## src/rtl/result_scan_if.sv

```systemverilog
// ----------------------------------------------------------------------------
// result_scan_if : start/board request and busy/done/result response bundle
// Optional macro RESULT_LINE_EN adds the winning-line index o_line. Rev 1.0
// ----------------------------------------------------------------------------
`default_nettype none

interface result_scan_if #(
   parameter int N = 3
);
   localparam int c_W = $clog2(2*N+2);

   logic                 i_start;
   logic [2*N*N-1:0]     i_board;
   logic                 o_busy;
   logic                 o_done;
   logic [1:0]           o_result;
`ifdef RESULT_LINE_EN
   logic [c_W-1:0]       o_line;
`endif

   modport master (
      output i_start, i_board,
`ifdef RESULT_LINE_EN
      input  o_line,
`endif
      input  o_busy, o_done, o_result
   );

   modport slave (
      input  i_start, i_board,
`ifdef RESULT_LINE_EN
      output o_line,
`endif
      output o_busy, o_done, o_result
   );
endinterface

`default_nettype wire

```

## src/rtl/result_scan.sv

```systemverilog
// ----------------------------------------------------------------------------
// result_scan : sequential N x N win/draw evaluator, one line checked per clock
// Optional macro RESULT_LINE_EN enables the winning-line index output. Rev 1.0
// ----------------------------------------------------------------------------
`default_nettype none

module result_scan #(
   parameter int N = 3
) (
   input  logic          i_clk,
   input  logic          i_rst_n,
   result_scan_if.slave  bus
);
   localparam int c_CELLS = N*N;
   localparam int c_LINES = 2*N+2;
   localparam int c_W     = $clog2(c_LINES);
   localparam logic [c_W-1:0] c_LAST = c_W'(c_LINES-1);

   typedef enum logic [0:0] {
      S_IDLE = 1'b0,
      S_SCAN = 1'b1
   } state_t;

   state_t               r_state;
   logic [c_W-1:0]       r_idx;
   logic [2*c_CELLS-1:0] r_board;
   logic                 r_busy;
   logic                 r_done;
   logic [1:0]           r_result;
`ifdef RESULT_LINE_EN
   logic [c_W-1:0]       r_line;
`endif

   logic [c_CELLS-1:0]   w_xc;
   logic [c_CELLS-1:0]   w_oc;
   logic [c_CELLS-1:0]   w_ec;
   logic [N-1:0]         w_lx [c_LINES];
   logic [N-1:0]         w_lo [c_LINES];
   logic [c_LINES-1:0]   w_xw;
   logic [c_LINES-1:0]   w_ow;
   logic                 w_x_hit;
   logic                 w_o_hit;
   logic                 w_any_empty;

   // Cell k = r*N+c lives at the MSB end for k=0; 2'b10 matches nobody.
   for (genvar k = 0; k < c_CELLS; k++) begin : g_cell
      assign w_xc[k] = (r_board[2*(c_CELLS-1-k) +: 2] == 2'b11);
      assign w_oc[k] = (r_board[2*(c_CELLS-1-k) +: 2] == 2'b01);
      assign w_ec[k] = (r_board[2*(c_CELLS-1-k) +: 2] == 2'b00);
   end

   for (genvar r = 0; r < N; r++) begin : g_row
      for (genvar c = 0; c < N; c++) begin : g_col
         assign w_lx[r][c]   = w_xc[r*N+c];
         assign w_lo[r][c]   = w_oc[r*N+c];
         assign w_lx[N+c][r] = w_xc[r*N+c];
         assign w_lo[N+c][r] = w_oc[r*N+c];
      end
   end

   for (genvar i = 0; i < N; i++) begin : g_diag
      assign w_lx[2*N][i]   = w_xc[i*N+i];
      assign w_lo[2*N][i]   = w_oc[i*N+i];
      assign w_lx[2*N+1][i] = w_xc[i*N+(N-1-i)];
      assign w_lo[2*N+1][i] = w_oc[i*N+(N-1-i)];
   end

   for (genvar l = 0; l < c_LINES; l++) begin : g_line
      assign w_xw[l] = &w_lx[l];
      assign w_ow[l] = &w_lo[l];
   end

   assign w_x_hit     = w_xw[r_idx];
   assign w_o_hit     = w_ow[r_idx];
   assign w_any_empty = |w_ec;

   always_ff @(posedge i_clk) begin
      if (!i_rst_n) begin
         r_state  <= S_IDLE;
         r_idx    <= '0;
         r_board  <= '0;
         r_busy   <= 1'b0;
         r_done   <= 1'b0;
         r_result <= 2'd0;
`ifdef RESULT_LINE_EN
         r_line   <= '0;
`endif
      end else begin
         r_done <= 1'b0;
         case (r_state)
            S_IDLE: begin
               if (bus.i_start) begin
                  r_board <= bus.i_board;
                  r_idx   <= '0;
                  r_busy  <= 1'b1;
                  r_state <= S_SCAN;
               end
            end
            S_SCAN: begin
               // Lowest-index winning line decides; X and O cannot share a line.
               if (w_x_hit || w_o_hit) begin
                  r_result <= w_x_hit ? 2'd1 : 2'd2;
`ifdef RESULT_LINE_EN
                  r_line   <= r_idx;
`endif
                  r_done   <= 1'b1;
                  r_busy   <= 1'b0;
                  r_state  <= S_IDLE;
               end else if (r_idx == c_LAST) begin
                  r_result <= w_any_empty ? 2'd0 : 2'd3;
`ifdef RESULT_LINE_EN
                  r_line   <= '0;
`endif
                  r_done   <= 1'b1;
                  r_busy   <= 1'b0;
                  r_state  <= S_IDLE;
               end else begin
                  r_idx <= r_idx + c_W'(1);
               end
            end
            default: r_state <= S_IDLE;
         endcase
      end
   end

   assign bus.o_busy   = r_busy;
   assign bus.o_done   = r_done;
   assign bus.o_result = r_result;
`ifdef RESULT_LINE_EN
   assign bus.o_line   = r_line;
`endif

endmodule

`default_nettype wire

```

## src/flat_wrapper.sv

```systemverilog
// flat-port wrapper written by rule: the top's interface ports become plain ports
module result_scan_flat 
#(
   parameter int N = 3
)
  (i_clk, i_rst_n, bus_i_start, bus_i_board, bus_o_busy, bus_o_done, bus_o_result);
  result_scan_if #(.N(N)) bus_i ();
  input  logic i_clk;
  input  logic i_rst_n;
  input wire logic [$bits(bus_i.i_start)-1:0] bus_i_start;
  input wire logic [$bits(bus_i.i_board)-1:0] bus_i_board;
  output wire logic [$bits(bus_i.o_busy)-1:0] bus_o_busy;
  output wire logic [$bits(bus_i.o_done)-1:0] bus_o_done;
  output wire logic [$bits(bus_i.o_result)-1:0] bus_o_result;
  assign bus_i.i_start = bus_i_start;
  assign bus_i.i_board = bus_i_board;
  assign bus_o_busy = bus_i.o_busy;
  assign bus_o_done = bus_i.o_done;
  assign bus_o_result = bus_i.o_result;
  result_scan #(.N(N)) u_core (.i_clk(i_clk), .i_rst_n(i_rst_n), .bus(bus_i));
endmodule
```

## config.mk

```make
export PLATFORM = sky130hd
export DESIGN_NAME = result_scan_flat
export DESIGN_NICKNAME = d
export VERILOG_FILES = /design/src/rtl/result_scan_if.sv /design/src/rtl/result_scan.sv /design/src/flat_wrapper.sv
export SDC_FILE = /design/constraint.sdc
export NUM_CORES = 1
export LEC_CHECK = 0
export BUFFER_PORTS_ARGS = -buffer_cell sky130_fd_sc_hd__buf_2
export CORE_UTILIZATION = 35
export DETAILED_ROUTE_END_ITERATION = 7
export GPL_ROUTABILITY_DRIVEN = 0
export MAX_ROUTING_LAYER = met4
export PLACE_DENSITY = 0.52
export SKIP_CTS_REPAIR_TIMING = 1
export SLEW_MARGIN = 20
export SYNTH_ARGS = -nofsm -noshare
export SYNTH_HDL_FRONTEND = slang
export SYNTH_SLANG_ARGS = --single-unit
```

## constraint.sdc

```tcl
create_clock -name i_clk -period 5.55 [get_ports i_clk]
set_input_delay 0 -clock i_clk [delete_from_list [all_inputs] [get_ports i_clk]]
set_output_delay 0 -clock i_clk [all_outputs]
set_load 0.02 [all_outputs]
```

==> out/metrics.yaml <==
run_status:
  status: "complete, no violations"
timing:
  tightest_slew_ns: 0.668
  rsz0062_at_grt: "no"
  drv_slew: 0
  fmax_mhz: 434
  post-route-period-util_pct: 41.5
  timing.hold.ws_ns: 0.136
  max_slew_margin_pct: 55.4
  tns_ns: 0
  setup_viol: 0
  skew_ns: 0.00291
  min_period_ns: 2.30
  hold_viol: 0
cells_and_area:
  antenna_cells: 0
  nets: 236
  drive_gt1_share_pct: 16.0
  area_growth_syn_to_layout_pct: 30.5
synth:
  synth_area_leaders: "dfxtp_1 38%, nand2_1 13%, a21oi_1 9.2%, nor4bb_1 3.0%, and4bb_1 1.8%"
  synth.most_common_cell: "nand2_1"
  netlist_area_um2: 1360
  synth.avg_cell_area_um2: 7.89
  syn-num-nets: 195
  netlist_top_cells_count: "46 x nand2_1, 26 x dfxtp_1, 25 x a21oi_1"
  synth_cell_type_count: 41
  synth_edf_count: 0
  yosysTopAreaCell: "dfxtp_1"
  synthArstFlopShare_pct: 0
  ys_seq_elements: 26
  yosysWarnings: 0
  syn-instance-count: 172
  synth_ff_type: "dfxtp_1"
  synth.yosys.seq_area_share_pct: 38.4
  synth_top_area_share_pct: 38.4
die:
  initial_core_util_pct: 36.8
  ios: 25
  num_rows: 22
  fp.coreArea_um2: 3690
  fp.dieH_um: 64.3
  die_area_um2: 4130
  chipWidth_um: 64.3
setup_path:
  setup.worst_path.end: "u_core.r_idx[1]"
  worstSetupEndpointType: "flop"
  rr_startpoint: "u_core.r_idx[0]"
  cp_max_fo: 13
  cp_slowest_cell: "dfxtp_1"
  rr_worst_depth: 6
  rrSetupSlack_ns: 3.25
  criticalPathCategory: "flop to flop"
  crit_chain: "and4bb_1 -> a22oi_1 -> o32ai_1 -> or4_4 -> o311ai_1 -> a21oi_1"
  r2r_end: "u_core.r_idx[1]"
  critPathMaxStageDelay_ns: 0.61
  crit_start: "u_core.r_idx[0]"
  worstPathRequired_ns: 5.68
  start_kind: "flop"
  crit_arrival_ns: 2.43
grt:
  first_global_vias: 1298
  antenna_found_initial: 0
  grt.total_usage_pct: 18.1
  gr-total-overflow: 0
  grt_pass1_wl_um: 5730
  grt_max_degree: 22
clock_network:
  cts_tree: "yes"
  htree_levels: 1
  clk_path_buf_depth: 2
  cts.sinks: 26
  numCtsBuffers: 3
  clk_latency_ns: 0.27
  cts.clk_slew.worst_paths_ns: 0.09
  clockRootBuffer: "clkbuf_8"
detailed_routing:
  drtIter0Drc: 54
  finalWirelength_um: 3380
  ant_nets: 0
  first_pass_iters: 4
  drc: 0
  vias: 1407
  viasPerCell: 5.41
  wire_per_inst_um: 13.0
placement:
  dp.final_hpwl_um: 2450
  io_buffers: 24
flow_run:
  cap_viol_max_count: 0
min_path:
  hp-class: "input pin to flop"
power:
  power.leakage_nw: 0.659
  irDropWorstVdd_mv: 0.187
  p_per_area_nw_per_um2: 237
==> state kept, by name, indices dropped and copies added, names as in the netlist <==
register / cells
u_core.bus.o_result: 2
u_core.bus.o_done: 1
u_core.r_board: 18
u_core.r_state: 1
u_core.r_idx: 3
u_core.bus.o_busy: 1
==> worst min path at each step <==
stage,from,end,slack [ns],cells after the start
3_5_place_dp,bus_i_board[12],u_core.r_board[12],0.25,3
6_report,bus_i_start,u_core.r_idx[0],0.14,3
3_3_place_gp,bus_i_board[5],u_core.r_board[5],0.24,3
4_1_cts,bus_i_board[12],u_core.r_board[12],-0.05,3
5_1_grt,bus_i_start,u_core.r_idx[0],0.15,3
2_1_floorplan,i_rst_n,u_core.r_state,0.12,1
==> logic make-up after synthesis <==
kind of cell	count (synthesis)	share of synthesized area [%]
buffers and inverters	10	3.14
AND/OR/NAND/NOR	85	34.0
multiplexers	2	1.48
flip-flops	26	38.4
AO/OA/AOI/OAI	47	21.1
adder cells (fa/ha/maj)	2	1.84
==> power breakdown <==
group | leakage (nW) | switching [W] | total [W] | internal (W)
Clock | 0.0357 | 0.0000579 | 0.000154 | 0.0000964
Combinational | 0.411 | 0.0000236 | 0.0000515 | 0.0000279
Sequential | 0.213 | 0.0000164 | 0.000213 | 0.000197
==> critical path, delay by kind of cell (launching register included) <==
kind	cells	cell delay [ns]
and+or+nand+nor	2	0.83
DFF	1	0.61
AOI/OAI and AO/OA	4	0.72
==> cells in the final DEF, fill, tap and decap left out, types with 3 or more instances in the layout <==
cell           instances
a21oi_1               25
buf_2                 24
clkbuf_8               3
dfxtp_1               26
dlygate4sd3_1         19
nand2_1               46
nand3_1                4
nand4_1                4
nor2_1                 6
nor4_1                 3
nor4bb_1               4
o21ai_0                5
o22ai_1                4
==> stage by stage <==
step / cells / worst slack [ns] / cell area, µm² / util, % / power [W]
global route: 260 / 3.08 / 1770 / 48.0 / 0.000443
floorplan: 172 / 3.72 / 1360 / - / 0.000242
CTS: 241 / 3.25 / 1580 / 42.8 / 0.000414
global placement: 237 / 3.35 / 1510 / 40.9 / 0.000258
detailed placement: 237 / 3.26 / 1510 / 40.9 / 0.000259
finish: 260 / 3.25 / 1770 / 48.0 / 0.000419
==> area by class of cell <==
| type | count | area, µm² |
|---|---|---|
| Tap cell | 48 | 60.1 |
| Inverter | 2 | 7.51 |
| Timing Repair Buffer | 44 | 318 |
| Sequential cell | 26 | 520 |
| Fill cell | 387 | 1920 |
| Multi-Input combinational cell | 136 | 793 |
| Clock inverter | 1 | 30.0 |
| Clock buffer | 3 | 41.3 |
==> per-layer routing <==
| layer | part of all wire (%) | GRT usage, % | up-vias |
|---|---|---|---|
| li1 | - | - | 715 |
| met1 | 46 | 21.9 | 638 |
| met2 | 47 | 29.5 | 50 |
| met3 | 6.0 | 4.11 | 4 |
| met4 | 1.1 | 6.39 | 0 |
| met5 | 0 | - | - |
Power figures use the tool's default switching activity.
